==> config.mk <==
export PLATFORM = sky130hd
export DESIGN_NAME = aes_keyrom_arb
export DESIGN_NICKNAME = d
export VERILOG_FILES = /design/src/rtl/aes_keyrom_arb.sv
export SDC_FILE = /design/constraint.sdc
export NUM_CORES = 2
export LEC_CHECK = 0
export BUFFER_PORTS_ARGS = -buffer_cell sky130_fd_sc_hd__buf_2
export CAP_MARGIN = 20
export CORE_AREA = 2 2 451 364
export CTS_CLUSTER_SIZE = 8
export DETAILED_ROUTE_END_ITERATION = 6
export DIE_AREA = 0 0 453 366
export PLACE_DENSITY = 0.76
export SLEW_MARGIN = 10
export SYNTH_ARGS = -nofsm -noshare
export SYNTH_HDL_FRONTEND = slang
export SYNTH_SLANG_ARGS = --single-unit
==> constraint.sdc <==
create_clock -name clk -period 14.6 [get_ports clk]
set_clock_uncertainty 0.2 [all_clocks]
set_input_delay 2.92 -clock clk [delete_from_list [all_inputs] [get_ports clk]]
set_output_delay 2.92 -clock clk [all_outputs]
set_load 0.02 [all_outputs]
==> src/rtl/aes_keyrom_arb.sv <==
`default_nettype none
// ============================================================================
// Module   : aes_keyrom_arb
// Purpose  : Round-key store loaded by the key generator and read by the
//            encrypter/decrypter through a round-robin arbitrated port.
//            Optional zeroization on flush: define AES_KEYROM_ZEROIZE_EN.
// Revision : 1.0 - initial release
// ============================================================================
module aes_keyrom_arb #(
  parameter int N_KEYS = 15
) (
  input  logic         clk,
  input  logic         resetn,
  input  logic         kg_valid,
  input  logic [127:0] kg_key,
  output logic         kg_ready,
  input  logic         enc_req,
  input  logic [3:0]   enc_addr,
  output logic         enc_gnt,
  output logic         enc_rvalid,
  input  logic         dec_req,
  input  logic [3:0]   dec_addr,
  output logic         dec_gnt,
  output logic         dec_rvalid,
  output logic [127:0] rd_key,
  output logic         rd_err,
  input  logic         flush,
  output logic         keys_ready
);

  typedef enum logic [1:0] {
    EMPTY = 2'd0,
    LOAD  = 2'd1,
    READY = 2'd2
`ifdef AES_KEYROM_ZEROIZE_EN
    , CLEAR = 2'd3
`endif
  } state_t;

  localparam logic [4:0] cLastIdx = 5'(N_KEYS - 1);
  localparam logic [4:0] cNumKeys = 5'(N_KEYS);
`ifdef AES_KEYROM_ZEROIZE_EN
  localparam state_t cFlushTarget = CLEAR;
`else
  localparam state_t cFlushTarget = EMPTY;
`endif

  state_t         rState;
  state_t         wStateNext;
  logic [4:0]     rWrPtr;
  logic           rLastGntDec;
  logic           rKeysReady;
  logic           rEncRvalid;
  logic           rDecRvalid;
  logic           rRdErr;
  logic [127:0]   rRdKey;
  logic [127:0]   rMem [N_KEYS];

  logic           wWrite;
  logic           wKgReady;
  logic           wEncGnt;
  logic           wDecGnt;
  logic           wFlushAct;
  logic           wClear;
  logic [3:0]     wGntAddr;
  logic           wAddrOk;

`ifdef AES_KEYROM_ZEROIZE_EN
  logic [4:0]     rClrPtr;
`endif

  // Next-state, handshake and grant decode
  always_comb begin
    wStateNext = rState;
    wKgReady   = 1'b0;
    wWrite     = 1'b0;
    wEncGnt    = 1'b0;
    wDecGnt    = 1'b0;
    wFlushAct  = 1'b0;
    wClear     = 1'b0;
    case (rState)
      EMPTY: begin
        wKgReady = 1'b1;
        if (kg_valid) begin
          wWrite     = 1'b1;
          wStateNext = (rWrPtr == cLastIdx) ? READY : LOAD;
        end
      end
      LOAD: begin
        wKgReady = 1'b1;
        if (flush) begin
          wFlushAct  = 1'b1;
          wStateNext = cFlushTarget;
        end else if (kg_valid) begin
          wWrite = 1'b1;
          if (rWrPtr == cLastIdx) wStateNext = READY;
        end
      end
      READY: begin
        if (flush) begin
          wFlushAct  = 1'b1;
          wStateNext = cFlushTarget;
        end else if (enc_req && dec_req) begin
          wEncGnt = rLastGntDec;
          wDecGnt = !rLastGntDec;
        end else begin
          wEncGnt = enc_req;
          wDecGnt = dec_req;
        end
      end
`ifdef AES_KEYROM_ZEROIZE_EN
      CLEAR: begin
        wClear = 1'b1;
        if (rClrPtr == cLastIdx) wStateNext = EMPTY;
      end
`endif
      default: wStateNext = EMPTY;
    endcase
  end

  assign wGntAddr = wDecGnt ? dec_addr : enc_addr;
  assign wAddrOk  = ({1'b0, wGntAddr} < cNumKeys);

  always_ff @(posedge clk or negedge resetn) begin
    if (!resetn) begin
      rState      <= EMPTY;
      rWrPtr      <= 5'd0;
      rLastGntDec <= 1'b1;
      rKeysReady  <= 1'b0;
      rEncRvalid  <= 1'b0;
      rDecRvalid  <= 1'b0;
      rRdErr      <= 1'b0;
      rRdKey      <= '0;
    end else begin
      rState     <= wStateNext;
      rKeysReady <= (wStateNext == READY);
      rEncRvalid <= wEncGnt;
      rDecRvalid <= wDecGnt;
      rRdErr     <= (wEncGnt || wDecGnt) && !wAddrOk;
      if (wFlushAct) begin
        rWrPtr <= 5'd0;
      end else if (wWrite) begin
        rWrPtr <= rWrPtr + 5'd1;
      end
      if (wEncGnt || wDecGnt) begin
        rLastGntDec <= wDecGnt;
        rRdKey      <= wAddrOk ? rMem[wGntAddr] : '0;
      end
    end
  end

`ifdef AES_KEYROM_ZEROIZE_EN
  always_ff @(posedge clk or negedge resetn) begin
    if (!resetn) begin
      rClrPtr <= 5'd0;
    end else if (wFlushAct) begin
      rClrPtr <= 5'd0;
    end else if (wClear) begin
      rClrPtr <= rClrPtr + 5'd1;
    end
  end
`endif

  // Key storage deliberately has no reset
  always_ff @(posedge clk) begin
    if (wWrite) begin
      rMem[rWrPtr[3:0]] <= kg_key;
    end
`ifdef AES_KEYROM_ZEROIZE_EN
    else if (wClear) begin
      rMem[rClrPtr[3:0]] <= '0;
    end
`endif
  end

  assign kg_ready   = wKgReady;
  assign enc_gnt    = wEncGnt;
  assign dec_gnt    = wDecGnt;
  assign enc_rvalid = rEncRvalid;
  assign dec_rvalid = rDecRvalid;
  assign rd_err     = rRdErr;
  assign rd_key     = rRdKey;
  assign keys_ready = rKeysReady;

endmodule
`default_nettype wire

==> results.py <==
metrics = {
    "pwr": {
        "p_leak_uw": 0.03247,
        "p_per_area_mw_per_mm2": 151.3,
        "worst_ir_drop_vdd_v": 0.0001657,
        "finalPower_uw": 14010,
    },
    "logic_synthesis": {
        "synthTopCellsByArea": "edfxtp_1 (72%), nand2_1 (4.8%), dfrtp_1 (4.3%)",
        "synthCells": 5204,
        "synth_seq_cells": 2060,
        "synth_top_area_frac": 0.7187,
        "synth_edf_count": 1920,
        "synthFlopType": "edfxtp_1",
        "synth_common_cells": "edfxtp_1 (1920), nand2_1 (1028), a21oi_1 (265), clkbuf_1 (261), mux2i_1 (259)",
        "syn_avg_cell_area_um2": 15.42,
        "ys_types": 49,
        "async_flop_share": 0.06796,
        "yosysWarnings": 0,
        "yosysMostFrequentCell": "edfxtp_1",
        "synth_nets": 5354,
        "yosysTopAreaCell": "edfxtp_1",
        "yosysSeqAreaShare": 0.7623,
        "netlist_area_mm2": 0.08023,
    },
    "critical_path": {
        "crit_path_max_incr_delay_ns": 0.83,
        "crit_top_cell": "buf_4",
        "cp-end-kind": "register",
        "cp-start-kind": "primary input",
        "crit_chain": "buf_2, nor2b_4, nand3_4, inv_2, mux2_8, buf_12, buf_4, buf_4, mux2i_1, a32oi_1, a32o_1",
        "regToRegSetupSlack_ns": 8.67,
        "crit_slowest_cell": "buf_4",
        "worstPathRequired_ns": 15.15,
        "crit_type": "primary input to register",
        "cp_max_fo": 147,
        "crit_arrival_ns": 7.93,
    },
    "cts": {
        "cts_max_level": 5,
        "cts_buffers": 307,
        "cts_root_buf": "clkbuf_16",
        "postCtsSetupRepairBufs": 0,
        "cts_num_sinks": 2060,
        "post_cts_resized": 0,
        "cts_tree": "done",
        "ctsLongestPathBuffers": 4,
        "clk_pin_slew_ns": 0.05,
        "cts_hold_buf": 0,
        "clk-insertion-delay-late_ns": 0.90,
    },
    "cells_and_area": {
        "layout.area.seq_mm2": 0.06116,
        "multiInputGateArea_mm2": 0.01788,
        "final_net_count": 5661,
        "syn2layout_area_growth_pct": 15.46,
        "fin_area_mm2": 0.09263,
        "drive_gt1_frac": 0.1663,
        "n_fill_cell": 11790,
    },
    "sta": {
        "maxSlewHeadroom": 0.1520,
        "hold_viol": 0,
        "maxSlewViolCount": 0,
        "timing.final.crit_period_ns": 7.386,
        "rsz0062_at_grt": "false",
        "worstMarginPinSlew_ns": 1.272,
        "fmax_mhz": 135.4,
        "setup_viol": 0,
        "finalSetupTns_ns": 0,
        "finalCritPeriodShare": 0.5059,
    },
    "die": {
        "initial_core_util": 0.4982,
        "fp.dieW_um": 453,
        "die-height_um": 366,
        "die_area_mm2": 0.1658,
        "core_mm2": 0.1610,
        "ios": 277,
        "num_rows": 132,
    },
    "run": {
        "max-cap-violations": 0,
    },
    "detailed_routing": {
        "post-route-drc-count": 1,
        "antenna_left": 0,
        "routed_wl_um": 214300,
        "routedWlPerCell_um": 27.20,
        "drtPass1Iterations": 7,
        "via_count": 48950,
        "drt_iter0_drc": 6348,
        "via_per_inst": 6.214,
    },
    "global_routing": {
        "grt_pass1_vias": 49540,
        "grt_max_degree": 148,
        "grt_use_total": 0.2545,
        "overflow": 0,
        "antenna_found_initial": 37,
        "grt_pass1_wl_um": 316400,
    },
    "status": {
        "violations": "design-rule violations",
        "status": "finished with violations",
    },
    "hold_path": {
        "min_path_type": "register to register",
    },
    "placed_design": {
        "port_buffers": 276,
        "gp_congestion": 0.7719,
        "dp_hpwl_um": 96320,
        "dpl-instance-area_mm2": 0.08391,
    },
}
## per-layer routing
layer	global-route usage	wire length [µm]
met5	0	149
met4	0.1226	7969
met2	0.4136	105000
met3	0.04919	20320
met1	0.3295	80790
## critical path, delay by kind of cell
family | cells | cell delay, ns
buffers and inverters | 5 | 2.75
muxes | 2 | 0.97
and+or+nand+nor | 2 | 0.42
AOI/OAI and AO/OA | 2 | 0.41
## placed cells by master, fill, tap and decap left out, types with 3 or more instances in the layout
cell,Yosys,layout
a211oi_1,3,3
a21oi_1,265,265
a311oi_1,3,3
a31oi_1,3,3
a32o_1,126,126
a32oi_1,252,252
and3_1,3,3
buf_12,0,22
buf_2,58,273
buf_4,7,41
buf_6,2,3
clkbuf_1,261,188
clkbuf_16,0,315
dfrtp_1,139,139
diode_2,0,21
edfxtp_1,1920,1920
ha_1,8,8
inv_1,9,9
inv_6,0,4
mux2_2,254,253
mux2i_1,259,257
mux2i_4,0,3
nand2_1,1028,1027
nand3_1,3,3
nand4_1,3,3
nor2_1,155,140
nor2_4,0,16
nor2b_1,4,4
nor3_1,132,128
nor3_2,0,4
nor3b_1,4,4
o21ai_0,6,6
o22ai_1,128,128
o311ai_0,3,3
or4_1,126,126
## logic make-up after synthesis
logic type | after synthesis | synth area share
flip-flops | 2060 | 0.7623
AND/OR/NAND/NOR | 1470 | 0.07789
AO/OA/AOI/OAI | 796 | 0.07196
multiplexers | 515 | 0.06828
buffers and inverters | 351 | 0.01784
adder cells (fa/ha/maj) | 8 | 0.001248
XOR/XNOR | 4 | 0.0004368
## flip-flops by register name, summed over array words and instances, names as in the netlist
name and cells:
keys_ready 1, dec_rvalid 1, rd_key 128, enc_rvalid 1, rMem 1920, rLastGntDec 1
rWrPtr 5, rState 2, rd_err 1
## cell type report
type                       instances  share of cell area
sequential                      2060              0.6603
multi-input combinational       2793              0.1930
clock buffer                     504             0.09286
tap                             2144             0.02896
timing repair buffer             339             0.02319
clock inverter                     6           0.0007294
antenna                           21           0.0005673
inverter                          10           0.0004052
## metrics by stage
step | hold WS, ns | cells | setup slack (ns) | util
after floorplan | 0.2831 | 5204 | 1.256 | -
after global placement | 0.2727 | 7346 | 6.636 | 0.5211
after detailed placement | 0.2760 | 7346 | 6.439 | 0.5211
after CTS | 0.2879 | 7856 | 7.357 | 0.5749
after global routing | 0.3003 | 7873 | 7.030 | 0.5752
final | 0.2845 | 7877 | 7.214 | 0.5752
## power by group
part	internal [µW]	total (µW)	switching [µW]	leakage, µW
Sequential	6810	6880	72.2	0.0193
Combinational	179	787	608	0.00906
Clock	3960	6350	2380	0.00414
Total	10900	14000	3060	0.0325
## worst paths after layout
kind	from	endpoint	cells after the start
max reg2reg	rState[0]$_DFF_PN0_	rd_key[117]$_DFFE_PN0P_	12
min in group asynchronous	resetn	rd_key[56]$_DFFE_PN0P_	1
min	rd_key[91]$_DFFE_PN0P_	rd_key[91]$_DFFE_PN0P_	1
max in group asynchronous	resetn	rd_key[27]$_DFFE_PN0P_	2
min reg2reg	rd_key[91]$_DFFE_PN0P_	rd_key[91]$_DFFE_PN0P_	1
max	flush	rd_key[117]$_DFFE_PN0P_	11
No activity file was read; power rests on OpenSTA's default activity.
